### src/rtl/program_loader.sv
// program_loader: boot-time instruction-memory writer; assembles big-endian 16-bit words from a byte stream (PROGRAM_LOADER_CHECKSUM_EN adds a trailing XOR checksum byte).
// Latency: io_instrWrite pulses for one cycle, one cycle after the low-byte transfer.
// Backpressure: io_rxReady is high in every loading state and low in DONE/ERROR until io_start.
module program_loader #(
  parameter int ADDR_WIDTH = 8,
  parameter int DATA_WIDTH = 16
) (
  input  logic                  clock,
  input  logic                  reset,
  input  logic [7:0]            io_rxData,
  input  logic                  io_rxValid,
  output logic                  io_rxReady,
  input  logic                  io_start,
  output logic [ADDR_WIDTH-1:0] io_addr,
  output logic [DATA_WIDTH-1:0] io_instrIn,
  output logic                  io_instrWrite,
  output logic                  io_cpuReset,
  output logic                  io_done,
  output logic                  io_error
);

  typedef enum logic [2:0] {
    ST_LEN_HI,
    ST_LEN_LO,
    ST_WORD_HI,
    ST_WORD_LO,
`ifdef PROGRAM_LOADER_CHECKSUM_EN
    ST_CHECK,
`endif
    ST_DONE,
    ST_ERROR
  } state_t;

`ifdef PROGRAM_LOADER_CHECKSUM_EN
  localparam state_t ST_IMAGE_END = ST_CHECK;
`else
  localparam state_t ST_IMAGE_END = ST_DONE;
`endif

  // Largest legal word count; 17 bits so a 16-bit count can be compared against it.
  localparam logic [16:0] DEPTH = 17'(1) << ADDR_WIDTH;

  state_t                state_q;
  state_t                state_d;
  logic                  rx_fire;
  logic                  restart;
  logic [7:0]            len_hi_q;
  logic [7:0]            data_hi_q;
  logic [ADDR_WIDTH:0]   count_q;
  logic [ADDR_WIDTH:0]   words_q;
  logic [ADDR_WIDTH-1:0] ptr_q;
  logic [16:0]           full_count;
  logic                  last_word;
`ifdef PROGRAM_LOADER_CHECKSUM_EN
  logic [7:0]            csum_q;
`endif

  assign rx_fire    = io_rxValid && io_rxReady;
  assign restart    = io_start && (state_q == ST_DONE || state_q == ST_ERROR);
  assign full_count = {1'b0, len_hi_q, io_rxData};
  assign last_word  = (words_q + 1'b1) == count_q;

  always_ff @(posedge clock) begin
    if (reset) begin
      state_q <= ST_LEN_HI;
    end else begin
      state_q <= state_d;
    end
  end

  always_comb begin
    state_d = state_q;
    case (state_q)
      ST_LEN_HI:  if (rx_fire) state_d = ST_LEN_LO;
      ST_LEN_LO: begin
        if (rx_fire) begin
          if (full_count == '0)        state_d = ST_IMAGE_END;
          else if (full_count > DEPTH) state_d = ST_ERROR;
          else                         state_d = ST_WORD_HI;
        end
      end
      ST_WORD_HI: if (rx_fire) state_d = ST_WORD_LO;
      ST_WORD_LO: if (rx_fire) state_d = last_word ? ST_IMAGE_END : ST_WORD_HI;
`ifdef PROGRAM_LOADER_CHECKSUM_EN
      ST_CHECK:   if (rx_fire) state_d = (io_rxData == csum_q) ? ST_DONE : ST_ERROR;
`endif
      ST_DONE:    if (io_start) state_d = ST_LEN_HI;
      ST_ERROR:   if (io_start) state_d = ST_LEN_HI;
      default:    state_d = ST_LEN_HI;
    endcase
  end

  always_comb begin
    io_rxReady  = 1'b1;
    io_done     = 1'b0;
    io_error    = 1'b0;
    io_cpuReset = 1'b1;
    case (state_q)
      ST_DONE: begin
        io_rxReady  = 1'b0;
        io_done     = 1'b1;
        io_cpuReset = 1'b0;
      end
      ST_ERROR: begin
        io_rxReady = 1'b0;
        io_error   = 1'b1;
      end
      default: ;
    endcase
  end

  // Datapath: the write port registers hold between strobes; only the pointer/counter restart.
  always_ff @(posedge clock) begin
    if (reset) begin
      len_hi_q      <= '0;
      data_hi_q     <= '0;
      count_q       <= '0;
      words_q       <= '0;
      ptr_q         <= '0;
      io_addr       <= '0;
      io_instrIn    <= '0;
      io_instrWrite <= 1'b0;
`ifdef PROGRAM_LOADER_CHECKSUM_EN
      csum_q        <= '0;
`endif
    end else begin
      io_instrWrite <= 1'b0;
      if (restart) begin
        words_q <= '0;
        ptr_q   <= '0;
`ifdef PROGRAM_LOADER_CHECKSUM_EN
        csum_q  <= '0;
`endif
      end
      if (rx_fire) begin
        case (state_q)
          ST_LEN_HI:  len_hi_q  <= io_rxData;
          ST_LEN_LO:  count_q   <= full_count[ADDR_WIDTH:0];
          ST_WORD_HI: data_hi_q <= io_rxData;
          ST_WORD_LO: begin
            io_instrIn    <= DATA_WIDTH'({data_hi_q, io_rxData});
            io_addr       <= ptr_q;
            io_instrWrite <= 1'b1;
            ptr_q         <= ptr_q + 1'b1;
            words_q       <= words_q + 1'b1;
          end
          default: ;
        endcase
`ifdef PROGRAM_LOADER_CHECKSUM_EN
        if (state_q != ST_CHECK) csum_q <= csum_q ^ io_rxData;
`endif
      end
    end
  end

endmodule

### config.mk
export PLATFORM = sky130hd
export DESIGN_NAME = program_loader
export DESIGN_NICKNAME = d
export VERILOG_FILES = /design/src/rtl/program_loader.sv
export SDC_FILE = /design/constraint.sdc
export NUM_CORES = 1
export LEC_CHECK = 0
export ABC_AREA = 1
export BUFFER_PORTS_ARGS = -buffer_cell sky130_fd_sc_hd__buf_2
export CAP_MARGIN = 25
export CORE_MARGIN = 2
export CORE_UTILIZATION = 56
export CTS_CLUSTER_SIZE = 40
export DETAILED_ROUTE_END_ITERATION = 6
export GPL_TIMING_DRIVEN = 1
export PLACE_DENSITY = 0.78
export SKIP_CTS_REPAIR_TIMING = 1
export SYNTH_ARGS = -nofsm -noshare
export SYNTH_HDL_FRONTEND = slang
export SYNTH_SLANG_ARGS = --single-unit
### constraint.sdc
create_clock -name clock -period 3.82 [get_ports clock]
set_input_delay 0.573 -clock clock [delete_from_list [all_inputs] [get_ports clock]]
set_output_delay 0.573 -clock clock [all_outputs]
set_load 0.03 [all_outputs]
### Yosys cells after proc, flatten, opt, wreduce, memory -nomap -nowiden

Cells that the tools add are included.

| word-level totals | value |
|---|---|
| output and inout bits | 29 |
| bits in registers | 70 |

| operators by class | value |
|---|---|
| bitwise gates (word level) | 1 |
| eq/ne operators | 11 |
| mux-type cells | 20 |
| $add $sub $neg | 2 |
| reductions and logical operators | 12 |
| magnitude comparators | 1 |

Operators by type and width:

| operator | number |
|---|---|
| $mux W9 | 3 |
| $mux W3 | 8 |
| $mux W8 | 3 |
| $logic_not A17 Y1 | 1 |
| $gt A16 B9 Y1 const B | 1 |
| $pmux W3 S5 | 1 |
| $add A9 B1 Y9 const B | 1 |
| $eq A9 B9 Y1 | 1 |
| $add A8 B1 Y8 const B | 1 |
| $ne A2 B2 Y1 const B | 4 |
| $reduce_and A2 Y1 | 4 |
| $eq A3 B2 Y1 const B | 2 |
| $eq A3 B3 Y1 const B | 2 |
| $mux W1 | 5 |
| $reduce_and A5 Y1 | 1 |
| $reduce_or A2 Y1 | 2 |
| $eq A3 B1 Y1 const B | 1 |
| $logic_not A3 Y1 | 1 |
| $logic_and A1 B1 Y1 | 2 |
| $ne A2 B1 Y1 const B | 1 |
| $logic_or A1 B1 Y1 | 1 |
| $not A1 Y1 | 1 |

### Logic depth before layout (Yosys ltp)

Gate-level depths: netlist of run 1.

| logic depth | value |
|---|---|
| word-level depth | 6 |
| mapped depth | 13 |

### Worst setup path before layout of run 1

OpenSTA, ideal clock, no wires.

| timing | value |
|---|---|
| kind | register to output |
| start point | register state_q[2] |
| end point | output io_cpuReset |
| buffers on the path | 0 |
| cell stages (with the launch flop) | 4 |
| slack | 2021 ps |
| arrival time | 1226 ps |
| path through | dfxtp_1 -> inv_1 -> nor2_1 -> inv_1 |

| between the ends | value |
|---|---|
| cells in the longest elaborated chain, start to end | 2 |

Ends and longest elaborated chain:

| element | line | RTL |
|---|---|---|
| start, declared | 43 | `state_t state_q;` |
| start signal, assigned | 67 | `state_q <= state_d;` |
| $eq A3 B3 Y1 | 98 | `case (state_q)` |
| $mux W1 | 98 |  |
| end, declared | 17 | `output logic io_cpuReset,` |

No other way between the ends.

### Worst setup path after layout of run 1

| timing | value |
|---|---|
| start point | register state_q[1] |
| end point | register io_instrIn[4] |

| between the ends | value |
|---|---|
| cells in the longest elaborated chain, start to end | 5 |

Ends and longest elaborated chain:

| element | line | RTL |
|---|---|---|
| $eq A3 B3 Y1 | 98 |  |
| $reduce_or A2 Y1 (no line) | -- |  |
| $mux W1 | 98 |  |
| $logic_and A1 B1 Y1 | 58 | `assign rx_fire = io_rxValid && io_rxReady;` |
| $reduce_and A2 Y1 (no line) * | -- |  |
| end signal, assigned | 141 | `io_instrIn <= DATA_WIDTH'({data_hi_q, io_rxData});` |
| end, declared | 15 | `output logic [DATA_WIDTH-1:0] io_instrIn,` |

Every way passes the cells marked *; elsewhere a longest branch is shown, timed or not.
A chain may end at the register's enable or synchronous reset.

==> impl_metrics.ini, run 1 <==
[sta]
finalSetupViolCount = 0
slew_viol_final = 0
max_slew_margin_pct = 54.9
fmaxAchievable_ghz = 0.459
tightest_slew_ns = 0.674
period_share_pct = 57.0
finalSetupTns_ns = 0
fin_crit_ns = 2.18
hold_viol_final = 0
rsz0062_at_grt = false
clock_skew_ns = 0.00754

[logic_synthesis]
syn_inst = 411
synth.area.top_cells = dfxtp_1 (46%), nand2_1 (8.4%), nand3_1 (8.0%)
synth_edf_count = 0
synth-seq-cells = 70
async_flop_share_pct = 0
syn_area_sq_um = 3060
synth.largest_area_cell = dfxtp_1
synth_nets = 425
synth.top_cell.area_share_pct = 45.9
synth.yosys.seq_area_share_pct = 45.9
avgSynthCellArea_sq_um = 7.43
synthFlopType = dfxtp_1
ys_warn_count = 0
yosysUniqueCellTypes = 31

[placed_design]
place.gp.congestion = 0.847
post_dp_cell_area_sq_um = 3270
dp_hpwl_um = 4760
io_buffers = 40

[grt]
antenna_found_initial = 0
grt_pass1_wl_um = 11600
grt_overflow_total = 0
gr-usage-all-layers_pct = 24.3
grt_max_degree = 40
grt_pass1_vias = 2635

[worst_setup_path]
r2r_setup_slack_ns = 1.64
cp-end-kind = flop
crit_arrival_ns = 2.46
crit_required_ns = 4.10
cp_max_fo = 35
crit_type = flop to flop
worstSetupStartpointType = flop

[cts]
clk_pin_slew_ns = 0.08
cts.sinks = 70
cts_root_buf = clkbuf_8
clock_latency_ns = 0.36
cts_tree = built
cts_buffers = 9
cts_buffer_depth = 2
h-tree-depth = 3

[finish]
final_area_sq_um = 3460
nets = 459
fillers = 461
area_growth_pct = 13.3
drive_gt1_share_pct = 19.1
n_antenna_cell = 0

[floorplanning]
dieArea_sq_um = 6060
rows = 26
initial_core_util_pct = 59.1
core_sq_um = 5170
die_width_um = 77.9
fp.dieH_um = 77.9
ios = 41

[detailed_routing]
vias = 2877
drt_iter0_markers = 146
drtAntennaViolNets = 0
wl_per_cell_um = 13.3
wirelength_um = 6930
dr.pass1.iters = 4
vias_per_cell = 5.53
drc_errors = 0

[power_and_ir_drop]
switchingPower_mw = 0.406
clkPwrFrac_pct = 39.2
switching_share_pct = 26.9
p_per_area_nw_per_um2 = 436
power_frac_seq_pct = 51.5
combPwrFrac_pct = 9.2
peakVddDrop_mv = 0.329
intPower_mw = 1.10
leakage_nw = 1.48

[run]
drv_cap = 0

[hold_path]
hold_class = flop to flop

[outcome]
status = completed
## metal layers
layer,wire (um),vias to the layer above,GRT usage (%)
met1,3130,1352,29.2
met2,3280,74,39.9
met5,0,-,0
li1,-,1436,-
met4,131,0,10.4
met3,385,15,7.79
## kinds of logic (layout without fill, tap and decap cells)
logic type	Yosys count	count (layout)	synth area share, %
buffers and inverters	65	104	8.52
adder cells (fa/ha/maj)	2	2	0.819
AND/OR/NAND/NOR	172	172	26.8
XOR/XNOR	3	3	0.860
AO/OA/AOI/OAI	99	99	17.2
flip-flops	70	70	45.9
## cell usage after synthesis, types with 7 or more instances
master / n
clkbuf_1: 7
nand3_1: 49
nand2_1: 68
a21oi_1: 41
buf_2: 10
inv_2: 8
nor2_2: 7
o21ai_1: 10
o21ai_0: 39
nand4_1: 7
inv_1: 38
nor2_1: 24
dfxtp_1: 70
## worst paths after layout
check / endpoint / start / cells past startpoint
setup reg to reg: io_instrIn[4] / state_q[1] / 8
hold reg to reg: io_instrIn[14] / data_hi_q[6] / 2
setup / recovery: io_instrIn[4] / state_q[1] / 8
hold / removal: io_instrIn[14] / data_hi_q[6] / 2
## stage by stage
step | std cells | util (%) | worst slack [ns] | hold WS, ns | power [mW]
after floorplan | 411 | - | 2.02 | 0.414 | 0.897
after global placement | 504 | 63.2 | 1.73 | 0.425 | 0.928
after detailed placement | 504 | 63.2 | 1.68 | 0.433 | 0.932
after CTS | 520 | 67.0 | 1.65 | 0.453 | 1.52
after global routing | 520 | 67.0 | 1.41 | 0.472 | 1.58
final | 520 | 67.0 | 1.64 | 0.451 | 1.51
## final cells by class
| type | count | area, sq um | share of cell area [%] |
|---|---|---|---|
| clock buffers | 9 | 124 | 3.58 |
| well taps | 70 | 87.6 | 2.53 |
| inverters | 47 | 176 | 5.09 |
| multi-input cells | 276 | 1390 | 40.2 |
| clock inverters | 7 | 72.6 | 2.10 |
| flip-flops and latches | 70 | 1400 | 40.5 |
| repair buffers | 41 | 208 | 6.00 |
## power groups by stage
stage                     sequential, mW  clock, mW  combinational [mW]
after floorplan                    0.792          0               0.105
after global placement             0.793          0               0.135
after detailed placement           0.794          0               0.139
after CTS                          0.777      0.602               0.139
after global routing               0.781      0.637               0.160
final                              0.777      0.592               0.140
## placed cells by master, fill, tap and decap left out, drive strengths merged
master,instances
o31ai,2
nor3,3
buf,41
xnor2,1
dfxtp,70
nor3b,1
clkinvlp,2
a211oi,1
a2111oi,1
o21ai,49
nand4,7
bufinv,1
a21oi,42
nand2,74
a31oi,1
xor2,2
ha,2
a311oi,1
inv,47
clkbuf,9
nor2,37
nand3b,1
clkinv,4
o32ai,2
nand3,49
## registers in the layout, indices dropped and copies added (netlist names)
name and cells:
io_addr 8, words_q 9, ptr_q 8, data_hi_q 8, state_q 3, count_q 9, io_instrWrite 1, io_instrIn 16
len_hi_q 8
## critical path, cell delays in order (launching register included)
cell and delay [ns]:
dfxtp_1 0.31, inv_1 0.06, nor2_1 0.14, inv_2 0.07, nor2_4 0.11, nand2_2 0.39, nor2_2 0.58, inv_2 0.23
o21ai_0 0.18
Power figures use the tool's default switching activity.
==> inputs of run 2 (changes only) <==
CORE_UTILIZATION = 51   (was 56)
PLACE_DENSITY = 0.75   (was 0.78)
clock period = 1.9 ns   (was 3.82 ns; I/O delays follow)
==> run 2 against run 1 <==
Effect of this change: clock-buffer cell count is 1 higher; cell count increased by 3.3%; final area grew 3.1%; non-clock buffer count increased by 13; die area rose by 9.3%; largest power group unchanged; utilization is 5.9 points lower; combinational power rose by 110%; maximum frequency increased by 27%; first-iteration DRC count up 58%; highest routed layer unchanged; sequential share of layout area is 1.2 points lower; clock skew up 0.00098 ns.
==> impl_metrics.ini, run 2 (same netlist as run 1, synthesis figures left out) <==
[sta]
hold-worst-slack_ns = 0.239
period_share_pct = 90.6
clock_skew_ns = 0.00853
finalSetupViolCount = 0
hold_viol_final = 0
finalSetupTns_ns = 0
fin_crit_ns = 1.72
timing.final.ws_setup_ns = 0.179
max_slew_margin_pct = 67.3
slew_viol_final = 0
tightest_slew_ns = 0.490
fmaxAchievable_ghz = 0.581

[grt]
grt_pass1_wl_um = 11800
antenna_found_initial = 0
grt_pass1_vias = 2603
grt_overflow_total = 0
grt_max_degree = 34
gr-usage-all-layers_pct = 23.6

[finish]
area_growth_pct = 16.9
top_register = io_instrIn
drive_gt1_share_pct = 21.4
largest_reg_flops = 16
final_common_cell = dfxtp_1
n_antenna_cell = 0
nets = 472
final_cell_mix = dfxtp_1 (70), nand2_1 (68), nand3_1 (49), a21oi_1 (41), buf_2 (40)
final_area_sq_um = 3570
biggestRegsByFlops = io_instrIn x16, count_q x9, words_q x9

[cts]
h-tree-depth = 3
cts_tree = built
cts_buffers = 9
clock_latency_ns = 0.35
cts_root_buf = clkbuf_8
clk_pin_slew_ns = 0.08
cts_buffer_depth = 2
cts.sinks = 70

[worst_setup_path]
crit_family = simple AND/OR/NAND/NOR gates
crit_path_frequent_cell = nand2_1
worstSetupStartpoint = words_q[1]
slowest_delay_ns = 0.44
crit_required_ns = 2.18
crit_arrival_ns = 2.00
r2r-start = words_q[1]
worstSetupStartpointType = flop
crit_type = flop to flop
cp-end-kind = flop
cp_cell_sequence = ha_2 > xor2_1 > nor2_1 > nand2_1 > nor2_1 > nand2_1 > nor2_2 > nand3_1 > nand2_1 > nand2_1 > a21oi_2
cp_max_fo = 6
path_buf_inv = 0
crit_slowest_cell = dfxtp_1

[power_and_ir_drop]
power_frac_seq_pct = 51.1
switching_share_pct = 26.1
leakage_nw = 1.55
intPower_mw = 2.26
combPwrFrac_pct = 9.8
clkPwrFrac_pct = 39.2
p_per_area_nw_per_um2 = 857
power.total_mw = 3.06
peakVddDrop_mv = 0.532
switchingPower_mw = 0.798

[detailed_routing]
wl_per_cell_um = 13.2
drc_errors = 0
wirelength_um = 7090
drtAntennaViolNets = 0
vias = 2818
vias_per_cell = 5.25
dr.pass1.iters = 5
drt_iter0_markers = 230

[run]
drv_cap = 0

[floorplanning]
initial_core_util_pct = 52.2
core_sq_um = 5850
die_width_um = 81.4
ios = 41
rows = 28
fp.dieH_um = 81.4
dieArea_sq_um = 6630

[placed_design]
dp_hpwl_um = 5080
post_dp_cell_area_sq_um = 3370
post-place-ws_ns = 0.200
place.gp.congestion = 0.936
io_buffers = 40

[outcome]
status = completed

[hold_path]
hold_class = input port to flop
worstHoldStart = reset
[run 2: cell types whose count changed in the layout (fill, tap and decap cells not counted)]
cell and delta:
inv_6 -1, buf_4 +13, ha_1 -1, clkinvlp_4 -1
clkinv_4 +1, clkinv_2 -1, ha_2 +1, clkbuf_8 +1
[run 2: path summary, 6_finish.rpt]
kind | endpoint | slack [ns] | cells after the start
worst max-delay path | state_q[2] | 0.18 | 11
worst min-delay path | state_q[2] | 0.24 | 2
worst max register to register | state_q[2] | 0.18 | 11
worst min register to register | io_instrIn[11] | 0.45 | 2
[run 2: cell type report]
class,count,area (sq um)
fillers,507,2280
flip-flops and latches,70,1400
multi-input cells,276,1400
repair buffers,54,305
inverters,47,176
clock buffers,10,138
well taps,75,93.8
clock inverters,5,60.1
[run 2: per-stage QoR]
| step | std cells | utilization [%] |
|---|---|---|
| 2_1_floorplan | 411 | - |
| 3_3_place_gp | 522 | 57.6 |
| 3_5_place_dp | 522 | 57.6 |
| 4_1_cts | 537 | 61.0 |
| 5_1_grt | 537 | 61.0 |
| 6_report | 537 | 61.0 |
[run 2: worst reg2reg max path, stage by stage, from the launching register on]
cell	delay, ns
dfxtp_1	0.44
ha_2	0.33
xor2_1	0.14
nor2_1	0.09
nand2_1	0.08
nor2_1	0.09
nand2_1	0.08
nor2_2	0.12
nand3_1	0.07
nand2_1	0.06
nand2_1	0.06
a21oi_2	0.10
[run 2: power by group through the flow]
stage	clock (mW)	combinational [mW]	sequential [mW]
finish	1.20	0.299	1.56
global route	1.27	0.343	1.57
CTS	1.22	0.298	1.56
detailed placement	0	0.297	1.59
global placement	0	0.292	1.59
floorplan	0	0.212	1.59
[run 2: metal layers]
layer  global-route usage [%]  part of all wire, %  vias to the layer above
met5                        0                    0                        -
met4                     11.5                  1.8                        0
met3                     4.33                  3.3                       12
met2                     35.9                   46                       46
met1                     32.2                   49                     1296
li1                         -                    -                     1464
==> inputs of run 3 (changes only) <==
--- a/config.mk
+++ b/config.mk
@@ -10,2 +10,3 @@
 export CAP_MARGIN = 25
+export CORE_ASPECT_RATIO = 1.5
 export CORE_MARGIN = 2
--- a/constraint.sdc
+++ b/constraint.sdc
@@ -3,2 +3,2 @@
 set_output_delay 0.285 -clock clock [all_outputs]
-set_load 0.03 [all_outputs]
+set_load 0.05 [all_outputs]
==> run 3 against run 2 <==
Effect of this change: utilization increased by 1.5 points; power increased by 10%; global-route usage increased by 0.53 points; cell count decreased by 0.56%; clock-buffer cell count unchanged; die area increased by 0.20%; largest cell class unchanged; clock power increased by 24%; flip-flop and latch count unchanged; combinational power increased by 5%.
==> impl_metrics.ini, run 3 (same netlist as run 1, synthesis figures left out) <==
[outcome]
status = completed

[cts]
cts_buffer_depth = 2
cts_tree = built
cts_buffers = 9
h-tree-depth = 3
cts_root_buf = clkbuf_8
clk_pin_slew_ns = 0.07
clock_latency_ns = 0.37
cts.sinks = 70

[finish]
multi_input_area_sq_um = 1400
final_cell_mix = dfxtp_1 (69), nand2_1 (68), nand3_1 (49), a21oi_1 (41), buf_2 (40)
area_growth_pct = 18.4
fillers = 548
nets = 472
n_antenna_cell = 0
final_common_cell = dfxtp_1
fin_util_pct = 62.5
seq_area_sq_um = 1400
drive_gt1_share_pct = 21.9
biggestRegsByFlops = io_instrIn x16, count_q x9, words_q x9
largest_reg_flops = 16
top_register = io_instrIn

[detailed_routing]
drt_iter0_markers = 224
wirelength_um = 7390
drtAntennaViolNets = 0
vias = 2861
drc_errors = 0
dr.pass1.iters = 4
wl_per_cell_um = 13.8
vias_per_cell = 5.36

[worst_setup_path]
path_buf_inv = 3
crit_required_ns = 1.62
crit_slowest_cell = dfxtp_1
crit_family = buffers and inverters
cp_max_fo = 4
cp_cell_sequence = inv_2 > nand2_1 > a21oi_1 > inv_2 > buf_2
crit_type = flop to output port
cp-end-kind = output port
slowest_delay_ns = 0.40
crit_path_frequent_cell = inv_2
worstSetupStartpointType = flop
crit_arrival_ns = 1.43

[sta]
rsz0062_at_grt = false
finalSetupViolCount = 0
max_slew_margin_pct = 64.8
period_share_pct = 90.5
clock_skew_ns = 0.0123
tightest_slew_ns = 0.527
slew_viol_final = 0
hold_viol_final = 0
fmaxAchievable_ghz = 0.582
finalSetupTns_ns = 0
fin_crit_ns = 1.72

[grt]
grt_pass1_wl_um = 12100
gr-usage-all-layers_pct = 24.2
grt_max_degree = 28
antenna_found_initial = 0
grt_overflow_total = 0
grt_pass1_vias = 2720

[power_and_ir_drop]
peakVddDrop_mv = 1.04
power_frac_seq_pct = 46.4
switchingPower_mw = 0.839
leakage_nw = 1.57
p_per_area_nw_per_um2 = 931
switching_share_pct = 24.9
intPower_mw = 2.53
clkPwrFrac_pct = 44.3
combPwrFrac_pct = 9.3

[floorplanning]
die_width_um = 67.2
dieArea_sq_um = 6640
fp.dieH_um = 98.8
rows = 34
core_sq_um = 5790
initial_core_util_pct = 52.8
ios = 41

[run]
drv_cap = 0

[placed_design]
place.gp.congestion = 0.893
io_buffers = 40
dp_hpwl_um = 5240

[hold_path]
hold_class = input port to flop
==> run 3: path summary, 6_finish.rpt <==
path,start,endpoint,slack (ns),cells past startpoint
min reg2reg,data_hi_q[1],io_instrIn[9],0.44,2
max,state_q[0],io_rxReady,0.18,5
min,reset,state_q[2],0.23,2
max reg2reg,words_q[1],state_q[1],0.24,12
==> run 3: worst reg2reg max path: stages (launching register included) <==
cell and delay (ns):
dfxtp_2 0.39, ha_2 0.24, nand2_2 0.09, nor2_4 0.13
nand2_1 0.06, nand2_1 0.09, nor2_1 0.05, nor2_1 0.09
nand2_1 0.07, nor2_2 0.10, nand2_1 0.06, a21oi_1 0.14
nor2_1 0.06
==> run 3: through the flow <==
step                setup WS (ns)  hold WS (ns)  area, sq um  cells  total power [mW]
finish                      0.181         0.233         3620    534              3.37
global route               0.0113         0.241         3620    534              3.48
CTS                         0.138         0.231         3610    534              3.36
detailed placement          0.177         0.436         3370    519              1.91
global placement            0.207         0.430         3370    519              1.90
floorplan                   0.290         0.414         3060    411              1.82
==> run 3: final cells by class <==
class / count / area share (%)
Multi-Input combinational cell: 276 / 38.7
Inverter: 47 / 4.88
Clock buffer: 10 / 3.80
Sequential cell: 70 / 38.8
Tap cell: 72 / 2.49
Timing Repair Buffer: 54 / 8.44
Clock inverter: 5 / 2.97
==> run 3: layer usage <==
metal / vias up / routed length, um / track usage, %
li1: 1466 / - / -
met1: 1321 / 3150 / 29.0
met2: 57 / 3730 / 40.1
met3: 17 / 256 / 4.79
met4: 0 / 257 / 12.1
met5: - / 0 / 0
==> run 3: power by group through the flow <==
stage | Combinational [mW] | Clock [mW] | Sequential, mW
after floorplan | 0.218 | 0 | 1.60
after global placement | 0.304 | 0 | 1.59
after detailed placement | 0.311 | 0 | 1.59
after CTS | 0.314 | 1.49 | 1.56
after global routing | 0.354 | 1.56 | 1.57
final | 0.314 | 1.49 | 1.56
